===== src/rtl/mem_if_pkg.sv =====
// Shared types and defaults for the serial memory front end.
// State encoding is fixed so debug probes can decode it directly.
package mem_if_pkg;

   localparam int DATA_W_DEF   = 8;
   localparam int TR_COUNT_DEF = 4;

   typedef enum logic [1:0] {
      IDLE = 2'b00,
      CMD  = 2'b01,
      BITS = 2'b10
   } state_t;

endpackage


===== src/rtl/mem_serial_frontend_if.sv =====
// Serial frame inputs, controller requests and deserialised outputs.
// The slave modport belongs to the front end, the master to its driver.
interface mem_serial_frontend_if #(
   parameter int DATA_W = 8
);

   logic              frame_active;
   logic              sdi;
   logic              sdi_valid;
   logic              tr_clear;
   logic              tr_increament;
   logic [DATA_W-1:0] byte_out;
   logic              shift_en;
   logic              transaction_done;
   logic              tr_done_4;
   logic              read_write;
   logic              busy;

   modport master (
      output frame_active, sdi, sdi_valid, tr_clear, tr_increament,
      input  byte_out, shift_en, transaction_done, tr_done_4,
      input  read_write, busy
   );

   modport slave (
      input  frame_active, sdi, sdi_valid, tr_clear, tr_increament,
      output byte_out, shift_en, transaction_done, tr_done_4,
      output read_write, busy
   );

endinterface


===== src/rtl/mem_serial_frontend_tr_counter.sv =====
// Saturating transaction counter; clear beats increment.
// tr_done is a pure decode of the count register.
module tr_counter #(
   parameter int TR_COUNT = 4,
   parameter int CNT_W    = $clog2(TR_COUNT + 1)
) (
   input  logic             clk,
   input  logic             reset,
   input  logic             clr,
   input  logic             inc,
   output logic [CNT_W-1:0] count,
   output logic             tr_done
);

   localparam logic [CNT_W-1:0] MAX = CNT_W'(TR_COUNT);

   always_ff @(posedge clk) begin
      if (reset || clr) begin
         count <= '0;
      end else if (inc && count != MAX) begin
         count <= count + 1'b1;
      end
   end

   assign tr_done = (count == MAX);

endmodule


===== src/rtl/mem_serial_frontend.sv =====
// Serial frame deserialiser: one command bit, then MSB-first bytes.
// Dropping frame_active mid-frame discards partial data and the count.
module mem_serial_frontend
   import mem_if_pkg::*;
#(
   parameter int DATA_W   = DATA_W_DEF,
   parameter int TR_COUNT = TR_COUNT_DEF
) (
   input  logic                 clk,
   input  logic                 reset,
   mem_serial_frontend_if.slave bus
);

   localparam int BC_W  = (DATA_W > 1) ? $clog2(DATA_W) : 1;
   localparam int CNT_W = $clog2(TR_COUNT + 1);
   localparam logic [BC_W-1:0] LAST_BIT = BC_W'(DATA_W - 1);

   state_t            state;
   logic [BC_W-1:0]   bit_cnt;
   logic [DATA_W-2:0] shreg;
   logic              abort;
   logic [CNT_W-1:0]  tr_count_unused;

   assign abort = (state != IDLE) && !bus.frame_active;

   tr_counter #(
      .TR_COUNT (TR_COUNT)
   ) u_tr (
      .clk     (clk),
      .reset   (reset),
      .clr     (bus.tr_clear | abort),
      .inc     (bus.tr_increament),
      .count   (tr_count_unused),
      .tr_done (bus.tr_done_4)
   );

   always_ff @(posedge clk) begin
      if (reset) begin
         state                <= IDLE;
         bit_cnt              <= '0;
         shreg                <= '0;
         bus.byte_out         <= '0;
         bus.shift_en         <= 1'b0;
         bus.transaction_done <= 1'b0;
         bus.read_write       <= 1'b0;
         bus.busy             <= 1'b0;
      end else begin
         bus.shift_en         <= 1'b0;
         bus.transaction_done <= 1'b0;
         case (state)
            IDLE: begin
               bit_cnt <= '0;
               if (bus.frame_active) begin
                  state    <= CMD;
                  bus.busy <= 1'b1;
               end
            end
            CMD: begin
               if (!bus.frame_active) begin
                  state    <= IDLE;
                  bus.busy <= 1'b0;
               end else if (bus.sdi_valid) begin
                  bus.read_write <= bus.sdi;
                  bit_cnt        <= '0;
                  state          <= BITS;
               end
            end
            BITS: begin
               if (!bus.frame_active) begin
                  state    <= IDLE;
                  bus.busy <= 1'b0;
                  bit_cnt  <= '0;
               end else if (bus.sdi_valid) begin
                  shreg <= {shreg[DATA_W-3:0], bus.sdi};
                  // last bit goes straight to byte_out: one-cycle latency
                  if (bit_cnt == LAST_BIT) begin
                     bit_cnt              <= '0;
                     bus.byte_out         <= {shreg, bus.sdi};
                     bus.shift_en         <= 1'b1;
                     bus.transaction_done <= 1'b1;
                  end else begin
                     bit_cnt <= bit_cnt + 1'b1;
                  end
               end
            end
            default: begin
               state    <= IDLE;
               bus.busy <= 1'b0;
            end
         endcase
      end
   end

endmodule


===== src/flat_wrapper.sv =====
// flat-port wrapper written by rule: the top's interface ports become plain ports
module mem_serial_frontend_flat import mem_if_pkg::*;
#(
   parameter int DATA_W   = DATA_W_DEF,
   parameter int TR_COUNT = TR_COUNT_DEF
)
  (clk, reset, bus_frame_active, bus_sdi, bus_sdi_valid, bus_tr_clear, bus_tr_increament, bus_byte_out, bus_shift_en, bus_transaction_done, bus_tr_done_4, bus_read_write, bus_busy);
  mem_serial_frontend_if #(.DATA_W(DATA_W)) bus_i ();
  input  logic clk;
  input  logic reset;
  input wire logic [$bits(bus_i.frame_active)-1:0] bus_frame_active;
  input wire logic [$bits(bus_i.sdi)-1:0] bus_sdi;
  input wire logic [$bits(bus_i.sdi_valid)-1:0] bus_sdi_valid;
  input wire logic [$bits(bus_i.tr_clear)-1:0] bus_tr_clear;
  input wire logic [$bits(bus_i.tr_increament)-1:0] bus_tr_increament;
  output wire logic [$bits(bus_i.byte_out)-1:0] bus_byte_out;
  output wire logic [$bits(bus_i.shift_en)-1:0] bus_shift_en;
  output wire logic [$bits(bus_i.transaction_done)-1:0] bus_transaction_done;
  output wire logic [$bits(bus_i.tr_done_4)-1:0] bus_tr_done_4;
  output wire logic [$bits(bus_i.read_write)-1:0] bus_read_write;
  output wire logic [$bits(bus_i.busy)-1:0] bus_busy;
  assign bus_i.frame_active = bus_frame_active;
  assign bus_i.sdi = bus_sdi;
  assign bus_i.sdi_valid = bus_sdi_valid;
  assign bus_i.tr_clear = bus_tr_clear;
  assign bus_i.tr_increament = bus_tr_increament;
  assign bus_byte_out = bus_i.byte_out;
  assign bus_shift_en = bus_i.shift_en;
  assign bus_transaction_done = bus_i.transaction_done;
  assign bus_tr_done_4 = bus_i.tr_done_4;
  assign bus_read_write = bus_i.read_write;
  assign bus_busy = bus_i.busy;
  mem_serial_frontend #(.DATA_W(DATA_W), .TR_COUNT(TR_COUNT)) u_core (.clk(clk), .reset(reset), .bus(bus_i));
endmodule

===== config.mk =====
export PLATFORM = sky130hd
export DESIGN_NAME = mem_serial_frontend_flat
export DESIGN_NICKNAME = d
export VERILOG_FILES = /design/src/rtl/mem_if_pkg.sv /design/src/rtl/mem_serial_frontend_if.sv /design/src/rtl/mem_serial_frontend_tr_counter.sv /design/src/rtl/mem_serial_frontend.sv /design/src/flat_wrapper.sv
export SDC_FILE = /design/constraint.sdc
export NUM_CORES = 1
export LEC_CHECK = 0
export BUFFER_PORTS_ARGS = -buffer_cell sky130_fd_sc_hd__buf_2
export CAP_MARGIN = 30
export CORE_UTILIZATION = 50
export CTS_BUF_LIST = sky130_fd_sc_hd__clkbuf_8
export DETAILED_ROUTE_END_ITERATION = 8
export MAX_ROUTING_LAYER = met4
export PLACE_DENSITY = 0.71
export SLEW_MARGIN = 40
export SYNTH_ARGS = -nofsm -noshare
export SYNTH_HDL_FRONTEND = slang
export SYNTH_SLANG_ARGS = --single-unit
export TNS_END_PERCENT = 30

===== constraint.sdc =====
create_clock -name clk -period 2.75 [get_ports clk]
set_input_delay 0.825 -clock clk [delete_from_list [all_inputs] [get_ports clk]]
set_output_delay 0.825 -clock clk [all_outputs]
set_load 0.1 [all_outputs]

* Word-level counts from Yosys, hierarchy flattened
Cells that the tools add are included.
W data, S select, Z words.
** Word-level totals
- Flip-flop bits (word level) :: 26
- Memories :: 0
- Input port bits :: 7
- Memory bits (writable) :: 0
- Memory bits (read-only) :: 0
- Bits in latches :: 0
- Word-level logic and storage cells :: 56
** Cells by class
- Mux-type cells :: 15
- Reductions and logical operators :: 15
- $lt $le $gt $ge :: 0
- Add/subtract/negate cells :: 2
- Shifts and indexed selects :: 0
- Multiply operators :: 0
- Equal/unequal tests :: 12
- Div/mod/pow operators :: 0
- Bitwise gates (word level) :: 4
** Operators by type and width (number)
- $mux W3 :: 5
- $ne A2 B2 Y1 const B :: 5
- $ne A3 B3 Y1 const B :: 3
- $pmux W3 S3 :: 1
- $reduce_and A3 Y1 :: 3
- $mux W2 :: 4
- $reduce_and A4 Y1 :: 2
- $add A3 B1 Y3 const B :: 2
- $eq A3 B3 Y1 const B :: 2
- $pmux W2 S3 :: 1
- $reduce_or A4 Y1 :: 1
- $mux W1 :: 3
- $not A1 Y1 :: 3
- $reduce_bool A3 Y1 :: 1
- $eq A2 B1 Y1 const B :: 1
- $eq A2 B2 Y1 const B :: 1
- $logic_and A1 B1 Y1 :: 2
- $logic_not A2 Y1 :: 1
- $pmux W1 S2 :: 1
- $reduce_and A2 Y1 :: 1
- $reduce_bool A2 Y1 :: 1
- $reduce_or A2 Y1 :: 1
- $logic_not A1 Y1 :: 1
- $logic_or A1 B1 Y1 :: 1
- $or A1 B1 Y1 :: 1

* Depth between registers and ports, before layout
- Depth in word-level cells :: 5
- Mapped depth :: 7
- Mapped depth without buffers :: 5

* Hierarchy
Synthesis repeated with hierarchy kept, for this count alone.
** Unflattened totals
- Cells, all modules :: 130
- Area, all modules :: 1202.4 um^2
** Modules (own cells, without submodules)
- mem_serial_frontend :: cells each 112, instances 1, area an instance 1014.7 um^2
- tr_counter :: cells each 18, instances 1, area an instance 187.7 um^2

* Worst setup path before layout
Ideal clock, no wire load.
- Path type :: register to output
- From :: register u_core.bus.transaction_done
- To :: output port bus_transaction_done
- Required time :: 1925 ps
- Cell stages (with the launch flop) :: 2
- Setup slack :: 569 ps
- Arrival time :: 1356 ps
- Cell sequence :: dfxtp_1 buf_4
** RTL lines
- from (decl) :: line mem_serial_frontend_if.sv:27 : output byte_out, shift_en, transaction_done, tr_done_4,
- from (signal assigned) :: line mem_serial_frontend.sv:44 : bus.transaction_done <= 1'b0;
- from (signal assigned) :: line mem_serial_frontend.sv:49 : bus.transaction_done <= 1'b0;
- from (signal assigned) :: line mem_serial_frontend.sv:80 : bus.transaction_done <= 1'b1;
- to (decl) :: line flat_wrapper.sv:18 : output wire logic [$bits(bus_i.transaction_done)-1:0] bus_transaction_done;
No word-level cell between the ends.

* Final worst setup path
- From :: register u_core.u_tr.count[0]
- To :: output port bus_tr_done_4
** Between the ends
- Cells in the longest elaborated chain, start to end :: 1
** RTL lines
- from (decl) :: line mem_serial_frontend_tr_counter.sv:11 : output logic [CNT_W-1:0] count,
- from (signal assigned) :: line mem_serial_frontend_tr_counter.sv:21 : count <= count + 1'b1;
- $eq A3 B3 Y1 :: line mem_serial_frontend_tr_counter.sv:25 : assign tr_done = (count == MAX);
- to (decl) :: line flat_wrapper.sv:19 : output wire logic [$bits(bus_i.tr_done_4)-1:0] bus_tr_done_4;
Every way passes these cells.

==> impl_metrics.xml <==
<?xml version="1.0" encoding="UTF-8"?>
<metrics>
  <group name="setup_path">
    <metric name="crit_path_dat" unit="ns">1.40</metric>
    <metric name="cp_max_fo" unit="">3</metric>
    <metric name="timing.critical_path.required" unit="ns">1.93</metric>
    <metric name="worst-setup-path-type" unit="">flop to primary output</metric>
    <metric name="setup.worst_path.end_class" unit="">primary output</metric>
    <metric name="startpoint_type" unit="">flop</metric>
  </group>
  <group name="synth">
    <metric name="synth.area.top_cells" unit="">sky130_fd_sc_hd__dfxtp_1 (43%), sky130_fd_sc_hd__mux2i_1 (9.9%), sky130_fd_sc_hd__ha_1 (9.3%), sky130_fd_sc_hd__nand2_1 (7.2%), sky130_fd_sc_hd__a21oi_1 (5.8%)</metric>
    <metric name="ys_seq_elements" unit="">26</metric>
    <metric name="synth.cell_area" unit="sq um">1210</metric>
    <metric name="netlist.top_cell.by_area" unit="">sky130_fd_sc_hd__dfxtp_1</metric>
    <metric name="synthCells" unit="">135</metric>
    <metric name="synth.cells.most_frequent" unit="">sky130_fd_sc_hd__dfxtp_1 (26), sky130_fd_sc_hd__nand2_1 (23), sky130_fd_sc_hd__a21oi_1 (14)</metric>
    <metric name="synth.distinct_cells" unit="">30</metric>
    <metric name="postSynthAreaPerCell" unit="sq um">8.94</metric>
    <metric name="synth.yosys.seq_area_share" unit="%">43.1</metric>
    <metric name="synthesis.nets" unit="">151</metric>
    <metric name="asyncSetResetFlopFracSynth" unit="%">0</metric>
    <metric name="most_frequently_used_flop_master_after_synthesis" unit="">sky130_fd_sc_hd__dfxtp_1</metric>
    <metric name="post-synth-top-area-fraction" unit="%">43.1</metric>
    <metric name="synthMostInstantiatedCell" unit="">sky130_fd_sc_hd__dfxtp_1</metric>
    <metric name="synth.yosys.warnings" unit="">0</metric>
    <metric name="synth_enable_flop_cells" unit="">0</metric>
  </group>
  <group name="layout">
    <metric name="final.fill_count" unit="">223</metric>
    <metric name="areaGrowthSynthToFinish" unit="%">11.4</metric>
    <metric name="diodes" unit="">0</metric>
    <metric name="net_count_final" unit="">167</metric>
    <metric name="drive_above_1_share" unit="%">18.0</metric>
  </group>
  <group name="timing">
    <metric name="setup_slack" unit="ns">0.524</metric>
    <metric name="slew_headroom" unit="%">67.7</metric>
    <metric name="final.setup_skew" unit="ns">0.00301</metric>
    <metric name="finalSetupViolations" unit="">0</metric>
    <metric name="report.final.hold_viol_count" unit="">0</metric>
    <metric name="timing_worst_slew_pin_value" unit="ns">0.488</metric>
    <metric name="setup_repair_after_global_routing_missed_its_margin" unit="">no</metric>
    <metric name="final_max_slew_viol_count" unit="">0</metric>
    <metric name="clock.fmax" unit="GHz">0.449</metric>
    <metric name="fin_tns_setup" unit="ns">0</metric>
    <metric name="fin_crit_sh" unit="%">80.9</metric>
    <metric name="fin_crit" unit="ns">2.23</metric>
  </group>
  <group name="routing">
    <metric name="num_vias" unit="">946</metric>
    <metric name="ant_nets" unit="">0</metric>
    <metric name="post-route-drc-count" unit="">0</metric>
    <metric name="detail_route.first_pass.iterations" unit="">2</metric>
    <metric name="topRoutingLayerUsed" unit="">met4</metric>
    <metric name="met3RoutedLength" unit="um">61</metric>
    <metric name="drt-met1-wl" unit="um">984</metric>
    <metric name="routed_wire_length_per_instance" unit="um">12.3</metric>
    <metric name="wl" unit="mm">2.19</metric>
    <metric name="drt-initial-drc-count" unit="">5</metric>
    <metric name="route.met2.wl" unit="mm">1.13</metric>
    <metric name="avgViaCountPerCell" unit="">5.31</metric>
  </group>
  <group name="pwr">
    <metric name="vdd_drop_max" unit="uV">479</metric>
    <metric name="finalPower" unit="W">0.000738</metric>
    <metric name="power_per_cell_area" unit="nW/um^2">548</metric>
    <metric name="total_leakage_power" unit="nW">0.609</metric>
  </group>
  <group name="floorplan">
    <metric name="num_io_pins" unit="">20</metric>
    <metric name="floorplan.core_area" unit="sq um">2250</metric>
    <metric name="die_area" unit="sq um">2620</metric>
    <metric name="die_x" unit="um">51.1</metric>
    <metric name="rows" unit="">17</metric>
    <metric name="die_height" unit="um">51.1</metric>
    <metric name="initial_utilization" unit="%">53.6</metric>
  </group>
  <group name="clock_tree">
    <metric name="clock_path_buffers" unit="">2</metric>
    <metric name="clock_latency_late_sink" unit="ns">0.26</metric>
    <metric name="post_cts_buffers" unit="">0</metric>
    <metric name="cts_resized" unit="">0</metric>
    <metric name="ctsHtreeMaxLevel" unit="">1</metric>
    <metric name="cts_tree" unit="">done</metric>
    <metric name="clock_tree.root_cell" unit="">sky130_fd_sc_hd__clkbuf_8</metric>
    <metric name="ctsHoldBuffers" unit="">0</metric>
    <metric name="cts_inserted_buffers" unit="">3</metric>
    <metric name="numClockSinks" unit="">26</metric>
    <metric name="clk_pin_slew" unit="ns">0.08</metric>
  </group>
  <group name="placement">
    <metric name="pre_cts_slack" unit="ns">0.808</metric>
    <metric name="place.port_buffers" unit="">19</metric>
    <metric name="finalWeightedCongestion" unit="">0.768</metric>
    <metric name="dp_hpwl" unit="mm">1.61</metric>
  </group>
  <group name="hold_path">
    <metric name="holdCritPathClass" unit="">flop to flop</metric>
  </group>
  <group name="outcome">
    <metric name="run_status" unit="">finished, final reports clean</metric>
  </group>
  <group name="global_routing">
    <metric name="maximum_number_of_pins_on_one_net_before_global_route_repair" unit="">28</metric>
    <metric name="grt_antenna_before_repair" unit="">0</metric>
    <metric name="grt_pass1_vias" unit="">920</metric>
    <metric name="grt_first_pass_wirelength" unit="mm">3.89</metric>
    <metric name="globalRouteOverflowTotal" unit="">0</metric>
    <metric name="groute.usage.overall" unit="%">20.6</metric>
  </group>
  <group name="job">
    <metric name="timing.max_cap.violations" unit="">0</metric>
  </group>
</metrics>
## cell type report
class | count | area, sq um | share of cell area [%]
flip-flops and latches | 26 | 520 | 38.7
inverters | 7 | 26.3 | 1.95
multi-input cells | 94 | 613 | 45.6
clock buffers | 4 | 55.1 | 4.09
well taps | 28 | 35.0 | 2.60
repair buffers | 19 | 95.1 | 7.07
## path summary, 6_finish.rpt
check	from	to	slack, ns	depth (start not counted)
worst max register to register	u_core.state[0]	u_core.bit_cnt[1]	1.06	5
worst max-delay path	u_core.u_tr.count[0]	bus_tr_done_4	0.52	4
worst min register to register	u_core.bus.byte_out[5]	u_core.bus.byte_out[5]	0.45	2
worst min-delay path	u_core.bus.byte_out[5]	u_core.bus.byte_out[5]	0.45	2
## stage by stage
stage	utilization, %	std cells	instance area, sq um	hold slack [ns]
2_1_floorplan	-	135	1210	0.432
3_3_place_gp	57.2	174	1290	0.442
3_5_place_dp	57.2	174	1290	0.447
4_1_cts	59.7	178	1350	0.459
5_1_grt	59.7	178	1350	0.481
6_report	59.7	178	1350	0.454
## sequential cells by signal (all words and copies together) (netlist names)
name	cells
u_core.bit_cnt	3
u_core.bus.busy	1
u_core.bus.byte_out	8
u_core.bus.read_write	1
u_core.bus.transaction_done	1
u_core.shreg	7
u_core.state	2
u_core.u_tr.count	3
## per-layer routing
| metal | track usage, % | up-vias |
|---|---|---|
| met5 | - | - |
| met4 | 9.72 | 0 |
| met3 | 3.57 | 2 |
| met2 | 36.4 | 14 |
| met1 | 22.2 | 449 |
| li1 | - | 481 |
## worst max-delay path, stage by stage (launching register included)
cell and delay (ns):
sky130_fd_sc_hd__dfxtp_1 0.34, sky130_fd_sc_hd__inv_1 0.08, sky130_fd_sc_hd__ha_1 0.18, sky130_fd_sc_hd__and2_1 0.12, sky130_fd_sc_hd__buf_2 0.41
## logic make-up after synthesis
| logic type | Yosys count | share of synthesized area (%) |
|---|---|---|
| flops | 26 | 43.1 |
| compound gates | 23 | 11.0 |
| mux | 12 | 9.95 |
| buf+inv | 15 | 6.11 |
| fa+ha+maj | 9 | 9.33 |
| simple gates | 50 | 20.5 |
## report_power, final
| group | leakage, nW | switching [W] | total (W) | internal (W) |
|---|---|---|---|---|
| combinational | 0.370 | 0.0000703 | 0.000105 | 0.0000350 |
| clock | 0.0288 | 0.000112 | 0.000239 | 0.000128 |
| sequential | 0.210 | 0.00000843 | 0.000393 | 0.000385 |
## cells in the final DEF, fill, tap and decap left out, types with 2 or more instances in the layout
master / instances
sky130_fd_sc_hd__dfxtp_1: 26
sky130_fd_sc_hd__nand2_1: 23
sky130_fd_sc_hd__buf_2: 19
sky130_fd_sc_hd__a21oi_1: 14
sky130_fd_sc_hd__mux2i_1: 12
sky130_fd_sc_hd__nor2_1: 10
sky130_fd_sc_hd__ha_1: 9
sky130_fd_sc_hd__inv_1: 7
sky130_fd_sc_hd__clkbuf_8: 4
sky130_fd_sc_hd__o21ai_0: 3
sky130_fd_sc_hd__nand2b_1: 3
sky130_fd_sc_hd__nor2b_1: 2
sky130_fd_sc_hd__nand3_1: 2
sky130_fd_sc_hd__or3_1: 2
No activity file was read; power rests on OpenSTA's default activity.
